<file path="src/rtl/serial_add_ctrl.sv">
// Bit-serial add/subtract sequencer: one full adder reused for WIDTH cycles, LSB first.
// Define SERIAL_ADD_OVF_EN to add the signed-overflow output.

module full_adder (
  input  logic x,
  input  logic y,
  input  logic cin,
  output logic s,
  output logic cout
);
  assign s    = x ^ y ^ cin;
  assign cout = (x & y) | (cin & (x ^ y));
endmodule

module serial_add_ctrl #(
  parameter int unsigned WIDTH = 8
) (
  input  logic             clk,
  input  logic             rst_n,
  input  logic             in_valid,
  output logic             in_ready,
  input  logic [WIDTH-1:0] a,
  input  logic [WIDTH-1:0] b,
  input  logic             sub,
  input  logic             abort,
  output logic             busy,
  output logic             out_valid,
  input  logic             out_ready,
  output logic [WIDTH-1:0] result,
  output logic             carry_out
`ifdef SERIAL_ADD_OVF_EN
  ,
  output logic             overflow
`endif
);

  localparam int unsigned CW = $clog2(WIDTH);

  typedef enum logic [1:0] {IDLE, RUN, DONE} state_t;

  state_t           state, state_nxt;
  logic [WIDTH-1:0] a_sh, b_sh;
  logic             carry;
  logic [CW-1:0]    cnt;
  logic             fa_s, fa_cout;
  logic             accept, step, flush, last;

  full_adder u_fa (
    .x    (a_sh[0]),
    .y    (b_sh[0]),
    .cin  (carry),
    .s    (fa_s),
    .cout (fa_cout)
  );

  assign last = (cnt == CW'(WIDTH - 1));

  always_ff @(posedge clk or negedge rst_n) begin
    if (!rst_n) state <= IDLE;
    else        state <= state_nxt;
  end

  always_comb begin
    state_nxt = state;
    in_ready  = 1'b0;
    busy      = 1'b0;
    out_valid = 1'b0;
    accept    = 1'b0;
    step      = 1'b0;
    flush     = 1'b0;
    case (state)
      IDLE: begin
        in_ready = 1'b1;
        if (!abort && in_valid) begin
          accept    = 1'b1;
          state_nxt = RUN;
        end
      end
      RUN: begin
        busy = 1'b1;
        if (abort) begin
          flush     = 1'b1;
          state_nxt = IDLE;
        end else begin
          step = 1'b1;
          if (last) state_nxt = DONE;
        end
      end
      DONE: begin
        out_valid = 1'b1;
        if (abort) begin
          flush     = 1'b1;
          state_nxt = IDLE;
        end else if (out_ready) begin
          state_nxt = IDLE;
        end
      end
      default: state_nxt = IDLE;
    endcase
  end

  always_ff @(posedge clk or negedge rst_n) begin
    if (!rst_n) begin
      a_sh      <= '0;
      b_sh      <= '0;
      carry     <= 1'b0;
      cnt       <= '0;
      result    <= '0;
      carry_out <= 1'b0;
`ifdef SERIAL_ADD_OVF_EN
      overflow  <= 1'b0;
`endif
    end else if (flush) begin
      result    <= '0;
      carry_out <= 1'b0;
`ifdef SERIAL_ADD_OVF_EN
      overflow  <= 1'b0;
`endif
    end else if (accept) begin
      a_sh   <= a;
      b_sh   <= sub ? ~b : b;
      carry  <= sub;
      cnt    <= '0;
      result <= '0;
    end else if (step) begin
      // Sum bits enter at the MSB so bit 0 lands at result[0] after WIDTH steps.
      result <= {fa_s, result[WIDTH-1:1]};
      a_sh   <= {1'b0, a_sh[WIDTH-1:1]};
      b_sh   <= {1'b0, b_sh[WIDTH-1:1]};
      carry  <= fa_cout;
      cnt    <= cnt + 1'b1;
      if (last) begin
        carry_out <= fa_cout;
`ifdef SERIAL_ADD_OVF_EN
        overflow  <= carry ^ fa_cout;
`endif
      end
    end
  end

endmodule

</file>
<file path="config.mk">
export PLATFORM = sky130hd
export DESIGN_NAME = serial_add_ctrl
export DESIGN_NICKNAME = d
export VERILOG_FILES = /design/src/rtl/serial_add_ctrl.sv
export SDC_FILE = /design/constraint.sdc
export NUM_CORES = 1
export LEC_CHECK = 0
export CAP_MARGIN = 5
export CORE_UTILIZATION = 40
export CTS_BUF_LIST = sky130_fd_sc_hd__clkbuf_4 sky130_fd_sc_hd__clkbuf_8
export CTS_CLUSTER_DIAMETER = 60
export DETAILED_ROUTE_END_ITERATION = 10
export PLACE_DENSITY = 0.69
export SLEW_MARGIN = 30
export SYNTH_ARGS = -nofsm -noshare
export SYNTH_HDL_FRONTEND = slang
export SYNTH_HIERARCHICAL = 1
export SYNTH_SLANG_ARGS = --single-unit
</file>
<file path="constraint.sdc">
create_clock -name clk -period 1.5 [get_ports clk]
set_input_delay 0.15 -clock clk [delete_from_list [all_inputs] [get_ports clk]]
set_output_delay 0.15 -clock clk [all_outputs]
set_load 0.02 [all_outputs]
</file>
# Word level (Yosys, flattened, before mapping)
# Index checks and enable logic that the tools add are counted.
# word_totals
regBits	31
input_bits	22
output_inout_bits	12
word_cells	64
# op_classes
add_sub_neg	1
n_eq_ne	7
muxes	31
bitwise	7
reduce_logical	11
# ops
op	n
$mux 8	8
$mux 1	15
$mux 2	5
$not 8->8	1
$mux 3	2
$ne 3x3->1 const B	2
$pmux 2 s3	1
$reduce_and 3->1	2
$reduce_bool 2->1	3
$add 3x1->3 const B	1
$eq 3x3->1 const B	1
$reduce_bool 3->1	1
$and 1x1->1	2
$eq 2x1->1 const B	1
$eq 2x2->1 const B	1
$logic_not 2->1	1
$ne 2x1->1 const B	1
$ne 2x2->1 const B	1
$reduce_and 2->1	1
$reduce_or 2->1	1
$xor 1x1->1	2
$logic_and 1x1->1	1
$logic_not 1->1	1
$not 1->1	1
$or 1x1->1	1

# Longest topological paths before layout
# Gate-level depths: netlist of run 1.
# logic_depth
depth_word	7
mapped_depth	8
ltp_nobuf	5

# By module
# Netlist of run 1, hierarchy kept.
# by_module_without_submodules
mod	n_inst	cells_per_inst	area_per_inst_um2	seq_area_each_um2
serial_add_ctrl	1	141	1581.5	775.7
full_adder	1	1	20.0	0.0

# Worst setup path after synthesis of run 1
# Ideal clock, no wire load.
# synth_timing
path_kind	register to register
from	register state[0]
to	register cnt[0]
setup_time_ps	125
arrival_time_ps	1622
required_time_ps	1375
slack_ps	-246
stages_incl_launch_ff	8
path_buffers	2
period_less_slack_ps	1746
cell_sequence	dfrtp_1 inv_1 ha_1 buf_4 a21oi_2 or2_1 buf_6 mux2_2
# synth_between
elab_chain_len	5
elab_cells_between_ends	11
classes_between	eq/ne (2); mux (4); bitwise (1); reduce/logical (4)
# synth_lines
item	line	rtl
from (decl)	41	state_t state, state_nxt;
from (signal assigned)	60	else state <= state_nxt;
$eq 2x2->1 / $eq 2x1->1 (equally long branches)	71	case (state)
$reduce_or 2->1 (no line)	-	
$mux 1	-	
$not 1->1 (no line)	-	
$reduce_and 2->1 (no line)	-	
to (signal assigned)	131	cnt <= cnt + 1'b1;
to (decl)	44	logic [CW-1:0] cnt;
# Parallel ways exist; a longest one is shown, timed or not.
# A chain may end at the register's enable or synchronous reset.

# Worst setup path after layout of run 1
# layout_timing
from	register state[0]
to	register b_sh[3]
# layout_between
elab_chain_len	5
elab_cells_between_ends	11
classes_between	eq/ne (2); mux (4); bitwise (1); reduce/logical (4)
# layout_lines
item	line	rtl
$eq 2x2->1 / $eq 2x1->1 (equally long branches)	71	
$reduce_or 2->1 (no line)	-	
$mux 1	-	
$not 1->1 (no line)	-	
$reduce_and 2->1 (no line)	-	
to (signal assigned)	121	b_sh <= sub ? ~b : b;
to (signal assigned)	129	b_sh <= {1'b0, b_sh[WIDTH-1:1]};
to (decl)	42	logic [WIDTH-1:0] a_sh, b_sh;
# Parallel ways exist; a longest one is shown, timed or not.

==> results of run 1 <==
area by class of cell:
| cell class | count | area (um^2) | share of cell area |
|---|---|---|---|
| clock inverter | 2 | 35.03 | 0.01550 |
| inverter | 5 | 18.77 | 0.008306 |
| clock buffer | 6 | 82.58 | 0.03654 |
| sequential | 31 | 775.7 | 0.3433 |
| timing repair buffer | 51 | 479.2 | 0.2121 |
| multi-input combinational | 96 | 808.3 | 0.3577 |
| tap | 48 | 60.06 | 0.02658 |
repair_timing:
item,CTS,global route
resized for setup,14,3
pin swaps,1,3
hold buffers,0,0
setup buffers,2,0
endpoints found under the setup margin,28,28
sequential cells by signal (all words and copies together) (netlist names):
register / flops
carry_out: 1
a_sh: 8
state: 2
cnt: 3
result: 8
b_sh: 8
carry: 1
Yosys cell counts (2+ instances only):
cell type and instances:
mux2_2 3, o21ai_0 17, mux2i_1 15, buf_2 2, o21ai_1 17, xor2_1 8
clkbuf_2 2, a21oi_1 2, nand3b_1 2, nand2_1 4, a211oi_1 2, a21oi_2 2
clkbuf_1 2, ha_1 5, nand2b_1 2, inv_1 5, buf_6 2, dfrtp_1 31
a22o_1 10
cell families after synthesis:
family                     after synthesis  synth area share
muxes                                   18            0.1148
and+or+nand+nor                         12           0.04843
AOI/OAI and AO/OA                       52            0.1969
buffers and inverters                   15           0.06016
adders and majority gates                6           0.05156
xor gates and xnor gates                 8           0.04375
DFF                                     31            0.4844
worst max-delay path, cell delays in order (launching register included):
cell and delay [ns]:
dfrtp_1 0.43, inv_2 0.10, ha_4 0.17, and3b_2 0.21
buf_12 0.17, mux2i_1 0.23, o21ai_1 0.08
where the power goes:
part           switching, mW  internal (mW)
combinational          0.752          0.770
clock                  0.313          0.537
sequential             0.168           1.11
total                   1.23           2.41
layer usage:
| layer | routed length (um) | share of wire | vias to the layer above |
|---|---|---|---|
| met5 | 0 | 0 | - |
| met4 | 60 | 0.018 | 0 |
| met3 | 146 | 0.043 | 6 |
| met2 | 1670 | 0.49 | 27 |
| met1 | 1508 | 0.45 | 628 |
| li1 | - | - | 605 |
final timing paths:
check	startpoint	endpoint	slack (ns)	cells past startpoint
worst max-delay path	state[0]	b_sh[3]	-0.02	6
worst min-delay path	rst_n	b_sh[7]	0.26	2
worst max register to register	state[0]	b_sh[3]	-0.02	6
worst min register to register	result[0]	result[0]	0.51	1
max in group asynchronous	rst_n	a_sh[7]	0.96	2
min in group clk	a[7]	a_sh[7]	0.48	2
==> impl_metrics.ini, run 1 <==
[synth]
ys_async_sr_fraction = 1.000
syn_nets = 170
synth_cells = 142
ys_seq_elements = 31
yosysSeqAreaShare = 0.4844
syn_area_um2 = 1602
synth_top_area_cell = dfrtp_1
yosys_warnings = 6
avgSynthCellArea_um2 = 11.28
ys_types = 28
synthTopCellsByArea = dfrtp_1, mux2i_1, a22o_1, o21ai_0, o21ai_1
synth_edf_count = 0
ys.flop_type = dfrtp_1
synth_top_area_frac = 0.4844

[global_route]
grt_pass1_wl_um = 6023
grtUsageMet2 = 0.3131
antenna_found_initial = 0
use_met1 = 0.2256
grt_start_max_net_pins = 32
use_met3 = 0.05035
grt_pass1_vias = 1294
top_usage_layer = met2
grt_overflow = 0
track_usage = 0.1916

[sta]
setup-tns-final_ns = -0.02169
finClkSkew_ns = 0.006103
fin_crit_sh = 1.010
fin_crit_ns = 1.515
rsz0062_at_grt = yes
fin_ws_ns = -0.01544
setup_viol_count_final = 3
drv_slew = 0
slew_headroom = 0.7432
finalHoldViolations = 0
hold_ws_ns = 0.2575
max_freq_mhz = 659.9
worstMarginPinSlew_ns = 0.3852

[flow_run]
cap_violations = 0

[die]
die_w_um = 65.28
pin_count = 34
start_util = 0.4278
fp-row-count = 22
core_um2 = 3744
die_h_um = 65.28
dieArea_um2 = 4261

[clocking]
cts_tree = yes
cts_buffer_depth = 2
clk_latency_ns = 0.28
clock_sinks = 31
cts_buffers = 5
cts-htree-levels = 2
clockRootBuffer = clkbuf_8
clk_pin_slew_ns = 0.07

[cells_and_area]
fillCellCount = 322
layout_common_cells = dfrtp_1, clkdlybuf4s50_1, o21ai_0, o21ai_1, buf_4
layout-drive-gt1-share = 0.2304
final_cell_area_um2 = 2260
mostFrequentLayoutCell = dfrtp_1
area_growth_pct = 41.09
antennaDiodeCount = 0
final_cells = 239
final_util = 0.6036
fin_nets = 218

[run_status]
violations = setup timing
status = complete, but fails checks

[place]
place_ws_ns = -0.1874
port_buffers = 33
place_inst = 229
place_area_um2 = 2073
dpl.hpwl_um = 2442
place_congestion = 0.7650

[route]
detail_route.first_pass.iterations = 4
drt_wl_total_um = 3385
avgViaCountPerCell = 5.297
drtAntennaViolNets = 0
drc = 0
avgRoutedWirePerCell_um = 14.16
via_count = 1266
first_iter_violations = 54

[pwr]
ir_drop_v = 0.0009098
p_total_mw = 3.646
p_leak_nw = 0.9672
cellPowerDensity_nw_per_um2 = 1613

[setup_path]
critical_path.max_fanout = 17
crit_required_ns = 1.66
crit_arrival_ns = 1.68
critPathKind = reg -> reg
worst_setup_path_end_kind = flop
cp-start-kind = flop

[hold_path]
min_path_type = in -> async
Power figures use the tool's default switching activity.
==> run 2: changes to the inputs <==
--- a/config.mk
+++ b/config.mk
@@ -5,7 +5,7 @@
 export SDC_FILE = /design/constraint.sdc
 export NUM_CORES = 1
 export LEC_CHECK = 0
-export CAP_MARGIN = 5
+export CAP_MARGIN = 15
 export CORE_UTILIZATION = 40
 export CTS_BUF_LIST = sky130_fd_sc_hd__clkbuf_4 sky130_fd_sc_hd__clkbuf_8
 export CTS_CLUSTER_DIAMETER = 60
==> results of run 2 <==
Final layout, timing and power as in run 1 (identical DEF).
